--- config.mk ---
export PLATFORM = sky130hd
export DESIGN_NAME = riscv_id_ex_hazard_stage
export DESIGN_NICKNAME = d
export VERILOG_FILES = /design/src/rtl/riscv_id_ex_hazard_stage.sv
export SDC_FILE = /design/constraint.sdc
export NUM_CORES = 1
export LEC_CHECK = 0
export ABC_AREA = 1
export CORE_AREA = 2 2 141 143
export CTS_BUF_LIST = sky130_fd_sc_hd__clkbuf_8
export DETAILED_ROUTE_END_ITERATION = 6
export DIE_AREA = 0 0 143 145
export MAX_ROUTING_LAYER = met4
export PLACE_DENSITY = 0.71
export SLEW_MARGIN = 20
export SYNTH_ARGS = -nofsm -noshare
export SYNTH_HDL_FRONTEND = slang
export SYNTH_SLANG_ARGS = --single-unit
--- constraint.sdc ---
create_clock -name clk -period 4.05 [get_ports clk]
set_input_delay 0.6075 -clock clk [delete_from_list [all_inputs] [get_ports clk]]
set_output_delay 0.6075 -clock clk [all_outputs]
set_load 0.02 [all_outputs]
--- src/rtl/riscv_id_ex_hazard_stage.sv ---
// ID/EX pipeline boundary: main-control decode, load-use hazard detection, bubble insertion
// on stall or branch flush, and saturating event counters for both bubble causes.
module riscv_id_ex_hazard_stage #(
  parameter int unsigned XLEN  = 32,
  parameter int unsigned CNT_W = 16
) (
  input  logic             clk,
  input  logic             reset,
  input  logic             PCSrc,
  input  logic [XLEN-1:0]  PC_ID,
  input  logic [XLEN-1:0]  IMM_ID,
  input  logic [XLEN-1:0]  REG_DATA1_ID,
  input  logic [XLEN-1:0]  REG_DATA2_ID,
  input  logic [2:0]       FUNCT3_ID,
  input  logic [6:0]       FUNCT7_ID,
  input  logic [6:0]       OPCODE_ID,
  input  logic [4:0]       RD_ID,
  input  logic [4:0]       RS1_ID,
  input  logic [4:0]       RS2_ID,
  output logic             PC_write,
  output logic             IF_ID_write,
  output logic [XLEN-1:0]  PC_EX,
  output logic [XLEN-1:0]  IMM_EX,
  output logic [XLEN-1:0]  REG_DATA1_EX,
  output logic [XLEN-1:0]  REG_DATA2_EX,
  output logic [2:0]       FUNCT3_EX,
  output logic [6:0]       FUNCT7_EX,
  output logic [4:0]       RD_EX,
  output logic [4:0]       RS1_EX,
  output logic [4:0]       RS2_EX,
  output logic             RegWrite_EX,
  output logic             MemtoReg_EX,
  output logic             MemRead_EX,
  output logic             MemWrite_EX,
  output logic             ALUSrc_EX,
  output logic             Branch_EX,
  output logic [1:0]       ALUOp_EX,
  output logic [CNT_W-1:0] stall_count,
  output logic [CNT_W-1:0] flush_count
);

  localparam logic [6:0] OpRType  = 7'b0110011;
  localparam logic [6:0] OpIAlu   = 7'b0010011;
  localparam logic [6:0] OpLoad   = 7'b0000011;
  localparam logic [6:0] OpStore  = 7'b0100011;
  localparam logic [6:0] OpBranch = 7'b1100011;

  localparam logic [1:0] AluAdd   = 2'b00;
  localparam logic [1:0] AluCmp   = 2'b01;
  localparam logic [1:0] AluFunct = 2'b10;

  typedef struct packed {
    logic       reg_write;
    logic       mem_to_reg;
    logic       mem_read;
    logic       mem_write;
    logic       alu_src;
    logic       branch;
    logic [1:0] alu_op;
  } ctrl_t;

  ctrl_t            ctrl_id;
  ctrl_t            ctrl_q;
  logic             hazard;
  logic             bubble;
  logic [CNT_W-1:0] stall_q;
  logic [CNT_W-1:0] flush_q;

  always_comb begin
    ctrl_id = '0;
    case (OPCODE_ID)
      OpRType: begin
        ctrl_id.reg_write = 1'b1;
        ctrl_id.alu_op    = AluFunct;
      end
      OpIAlu: begin
        ctrl_id.reg_write = 1'b1;
        ctrl_id.alu_src   = 1'b1;
        ctrl_id.alu_op    = AluFunct;
      end
      OpLoad: begin
        ctrl_id.reg_write  = 1'b1;
        ctrl_id.mem_to_reg = 1'b1;
        ctrl_id.mem_read   = 1'b1;
        ctrl_id.alu_src    = 1'b1;
        ctrl_id.alu_op     = AluAdd;
      end
      OpStore: begin
        ctrl_id.mem_write = 1'b1;
        ctrl_id.alu_src   = 1'b1;
        ctrl_id.alu_op    = AluAdd;
      end
      OpBranch: begin
        ctrl_id.branch = 1'b1;
        ctrl_id.alu_op = AluCmp;
      end
      default: ctrl_id = '0;
    endcase
  end

  // rs2 is compared for every format; a spurious stall only costs a cycle.
  assign hazard = ctrl_q.mem_read & (RD_EX != 5'd0) &
                  ((RD_EX == RS1_ID) | (RD_EX == RS2_ID)) & ~PCSrc;
  assign bubble = PCSrc | hazard;

  assign PC_write    = ~hazard;
  assign IF_ID_write = ~hazard;

  always_ff @(posedge clk) begin
    if (reset) begin
      PC_EX        <= '0;
      IMM_EX       <= '0;
      REG_DATA1_EX <= '0;
      REG_DATA2_EX <= '0;
      FUNCT3_EX    <= '0;
      FUNCT7_EX    <= '0;
      RD_EX        <= '0;
      RS1_EX       <= '0;
      RS2_EX       <= '0;
      ctrl_q       <= '0;
      stall_q      <= '0;
      flush_q      <= '0;
    end else begin
      // Data fields load unconditionally; a bubble is made harmless by zeroed control.
      PC_EX        <= PC_ID;
      IMM_EX       <= IMM_ID;
      REG_DATA1_EX <= REG_DATA1_ID;
      REG_DATA2_EX <= REG_DATA2_ID;
      FUNCT3_EX    <= FUNCT3_ID;
      FUNCT7_EX    <= FUNCT7_ID;
      RD_EX        <= RD_ID;
      RS1_EX       <= RS1_ID;
      RS2_EX       <= RS2_ID;
      ctrl_q       <= bubble ? ctrl_t'('0) : ctrl_id;
      if (PCSrc && (flush_q != {CNT_W{1'b1}})) begin
        flush_q <= flush_q + CNT_W'(1);
      end
      if (hazard && (stall_q != {CNT_W{1'b1}})) begin
        stall_q <= stall_q + CNT_W'(1);
      end
    end
  end

  assign RegWrite_EX = ctrl_q.reg_write;
  assign MemtoReg_EX = ctrl_q.mem_to_reg;
  assign MemRead_EX  = ctrl_q.mem_read;
  assign MemWrite_EX = ctrl_q.mem_write;
  assign ALUSrc_EX   = ctrl_q.alu_src;
  assign Branch_EX   = ctrl_q.branch;
  assign ALUOp_EX    = ctrl_q.alu_op;
  assign stall_count = stall_q;
  assign flush_count = flush_q;

endmodule

==> reports/qor.yml <==
outcome:
  outcome: "finished, final reports clean"
logic_synthesis:
  synth_area_per_cell_um2: 7.828
  ys_types: 25
  async_flop_share_pct: 0
  yosysWarnings: 0
  syn_area_um2: 6404
  synth_top_family_by_area: "simple AND/OR/NAND/NOR gates"
  synthAdderAreaFrac_pct: 0.3908
  yosysMostFrequentCell: "nor2_1"
  synth-seq-cells: 192
  yosys.area_share.simple_pct: 23.51
  synth-xor-area-share_pct: 0.8206
  yosys-top-cells-area: "dfxtp_1 (60%), nor2_1 (13%), inv_1 (11%)"
  yosys_most_used_dff: "dfxtp_1"
  yosysSeqAreaShare_pct: 60.02
  synth_compound_area_share_pct: 2.208
  synth.area.mux_share_pct: 0
  synth_top_area_share_pct: 60.02
  synth-edff-count: 0
  synth_top_area_cell: "dfxtp_1"
  synth_fp_nets: 983
  syn_inst: 818
  yosys-top-cells-count: "nor2_1 (224), dfxtp_1 (192), inv_1 (192)"
clock_tree:
  clk_pin_slew_ns: 0.10
  worstSkewPairLatency_ns: 0.47
  cts_hold_buffers: 0
  cts_sinks: 192
  post-cts-setup-buffer-count: 0
  cts_tree: "built"
  h-tree-depth: 4
  cts_resized: 0
  cts_root_buffer: "clkbuf_8"
  cts_made_buffers: 17
  cts_max_path_buffers: 2
global_route:
  grt_pass1_vias: 5679
  grt_use_total_pct: 19.26
  grt_remaining_overflow: 0
  grt_max_degree: 96
  grt_pass1_wl_mm: 29.53
  antenna_found_initial: 0
sta:
  maxSlewViolCount: 0
  skew_ns: 0.01680
  fin_tns_setup_ns: 0
  setup-violations-final: 0
  min_period_ns: 3.061
  hold_viol_final: 0
  relSlewSlack_pct: 44.17
  fin_crit_sh_pct: 75.59
  fmax_mhz: 326.6
  tightest_slew_ns: 0.8365
  rsz0062_at_grt: "no"
power:
  cellLeakagePower_nw: 4.782
  irDropWorstVdd_mv: 0.1884
  cellPowerDensity_nw_per_um2: 363.3
drt:
  drt-total-wl_mm: 19.47
  dr.pass1.iters: 5
  vias: 5904
  drc: 0
  drt_first_iter_violations: 283
  antenna_left: 0
  via_per_inst: 4.072
  wl_per_cell_um: 13.43
placement:
  io_buffer_count: 357
  dpl.hpwl_mm: 15.00
  gp_congestion: 0.8808
  dp.cells: 1418
final_layout:
  drive_gt1_share_pct: 3.882
  diodes: 0
  regArea_um2: 3844
  multi_input_area_um2: 1724
  area_delta_synth_final_pct: 66.14
  nFillCells: 1754
  finalNetCount: 1337
  layout.cells.non_filler: 1450
worst_setup_path:
  cp_max_fo: 11
  criticalPathCategory: "primary input to output pin"
  crit_buf_inv: 3
  cp_top_family: "buffers and inverters"
  startpoint_type: "primary input"
  crit_slowest_cell: "clkdlybuf4s50_1"
  cp_slowest_stage_delay_ns: 0.58
  required_ns: 3.44
  arrival_ns: 2.45
  crit_chain: "clkdlybuf4s50_1 > inv_1 > nand2_1 > nand2_1 > nor2_1 > nand3_1 > nand2_2 > nand3_4 > clkdlybuf4s50_1"
  end_kind: "output pin"
die:
  ios: 358
  fp.dieW_um: 143
  fp.dieArea_um2: 20740
  fp-row-count: 51
  start_util_pct: 33.34
  die_h_um: 145
  core_area_um2: 19210
min_path:
  hold_path_class: "register to register"
job:
  drv_cap: 0
routing by layer:
metal	vias to the layer above	part of all wire [%]	wire length, um	GRT usage (%)
met1	2571	38	7460	20.04
li1	3056	-	-	-
met5	-	0	0	-
met3	37	8.9	1742	7.294
met4	0	3.0	589	8.119
met2	240	50	9677	32.42
sequential cells by signal, summed over array words and instances (netlist names):
signal        count
RD_EX             5
MemWrite_EX       1
FUNCT3_EX         3
PC_EX            32
RegWrite_EX       1
FUNCT7_EX         7
MemtoReg_EX       1
IMM_EX           32
RS2_EX            5
REG_DATA1_EX     32
Branch_EX         1
REG_DATA2_EX     32
flush_count      16
stall_count      16
ALUOp_EX          2
ALUSrc_EX         1
RS1_EX            5
cell families after synthesis:
| family | after synthesis |
|---|---|
| buffers and inverters | 219 |
| flip-flops | 192 |
| AND/OR/NAND/NOR | 371 |
| AO/OA/AOI/OAI | 28 |
| XOR/XNOR | 6 |
| adder cells (fa/ha/maj) | 2 |
cell type report:
cell class,instances,share of cell area (%)
sequential,192,36.13
clock inverter,14,1.552
timing repair buffer,358,33.75
inverter,196,6.915
clock buffer,18,2.329
multi-input combinational,407,16.21
tap,265,3.117
worst register-to-register path, cell delays in order (launching register included):
cell	delay, ns
dfxtp_1	0.41
ha_1	0.22
nand3_1	0.13
nor2_1	0.23
nand3_1	0.13
nand2_2	0.27
inv_2	0.14
nand2_1	0.11
o21ai_0	0.08
a21oi_1	0.15
metrics by stage:
stage | utilization [%] | total power [mW] | hold WS (ns) | cell area (um^2) | setup WS (ns)
floorplan | - | 2.253 | 0.5476 | 6404 | 2.042
global placement | 53.24 | 2.607 | 0.4749 | 10230 | 1.015
detailed placement | 53.24 | 2.613 | 0.4745 | 10230 | 0.9838
CTS | 55.39 | 3.930 | 0.4945 | 10640 | 0.9880
global route | 55.39 | 4.031 | 0.5166 | 10640 | 0.8231
finish | 55.39 | 3.865 | 0.4908 | 10640 | 0.9886
power by group:
part | switching (mW) | internal (mW)
combinational | 0.258 | 0.309
sequential | 0.0259 | 1.97
clock | 0.764 | 0.538
placed cells by master (no fill, tap or decap), types with 3 or more instances in the layout:
cell type	count
inv_8	4
clkinv_4	3
nor2_1	224
nor2_2	4
inv_2	3
nor3_1	11
clkbuf_8	18
nand4_1	11
dfxtp_1	192
inv_6	3
xor2_1	4
clkdlybuf4s50_1	356
inv_1	192
o21ai_0	13
nand2_1	96
a21oi_1	12
nand3_1	18
path summary, 6_finish.rpt:
kind / cells after the start / start / endpoint / slack [ns]
max: 9 / RS2_ID[3] / IF_ID_write / 0.99
min: 2 / flush_count[15]$_SDFFE_PP0P_ / flush_count[15]$_SDFFE_PP0P_ / 0.49
max reg2reg: 9 / flush_count[0]$_SDFFE_PP0P_ / flush_count[6]$_SDFFE_PP0P_ / 2.10
min reg2reg: 2 / flush_count[15]$_SDFFE_PP0P_ / flush_count[15]$_SDFFE_PP0P_ / 0.49
(Power assumes the default switching activity.)
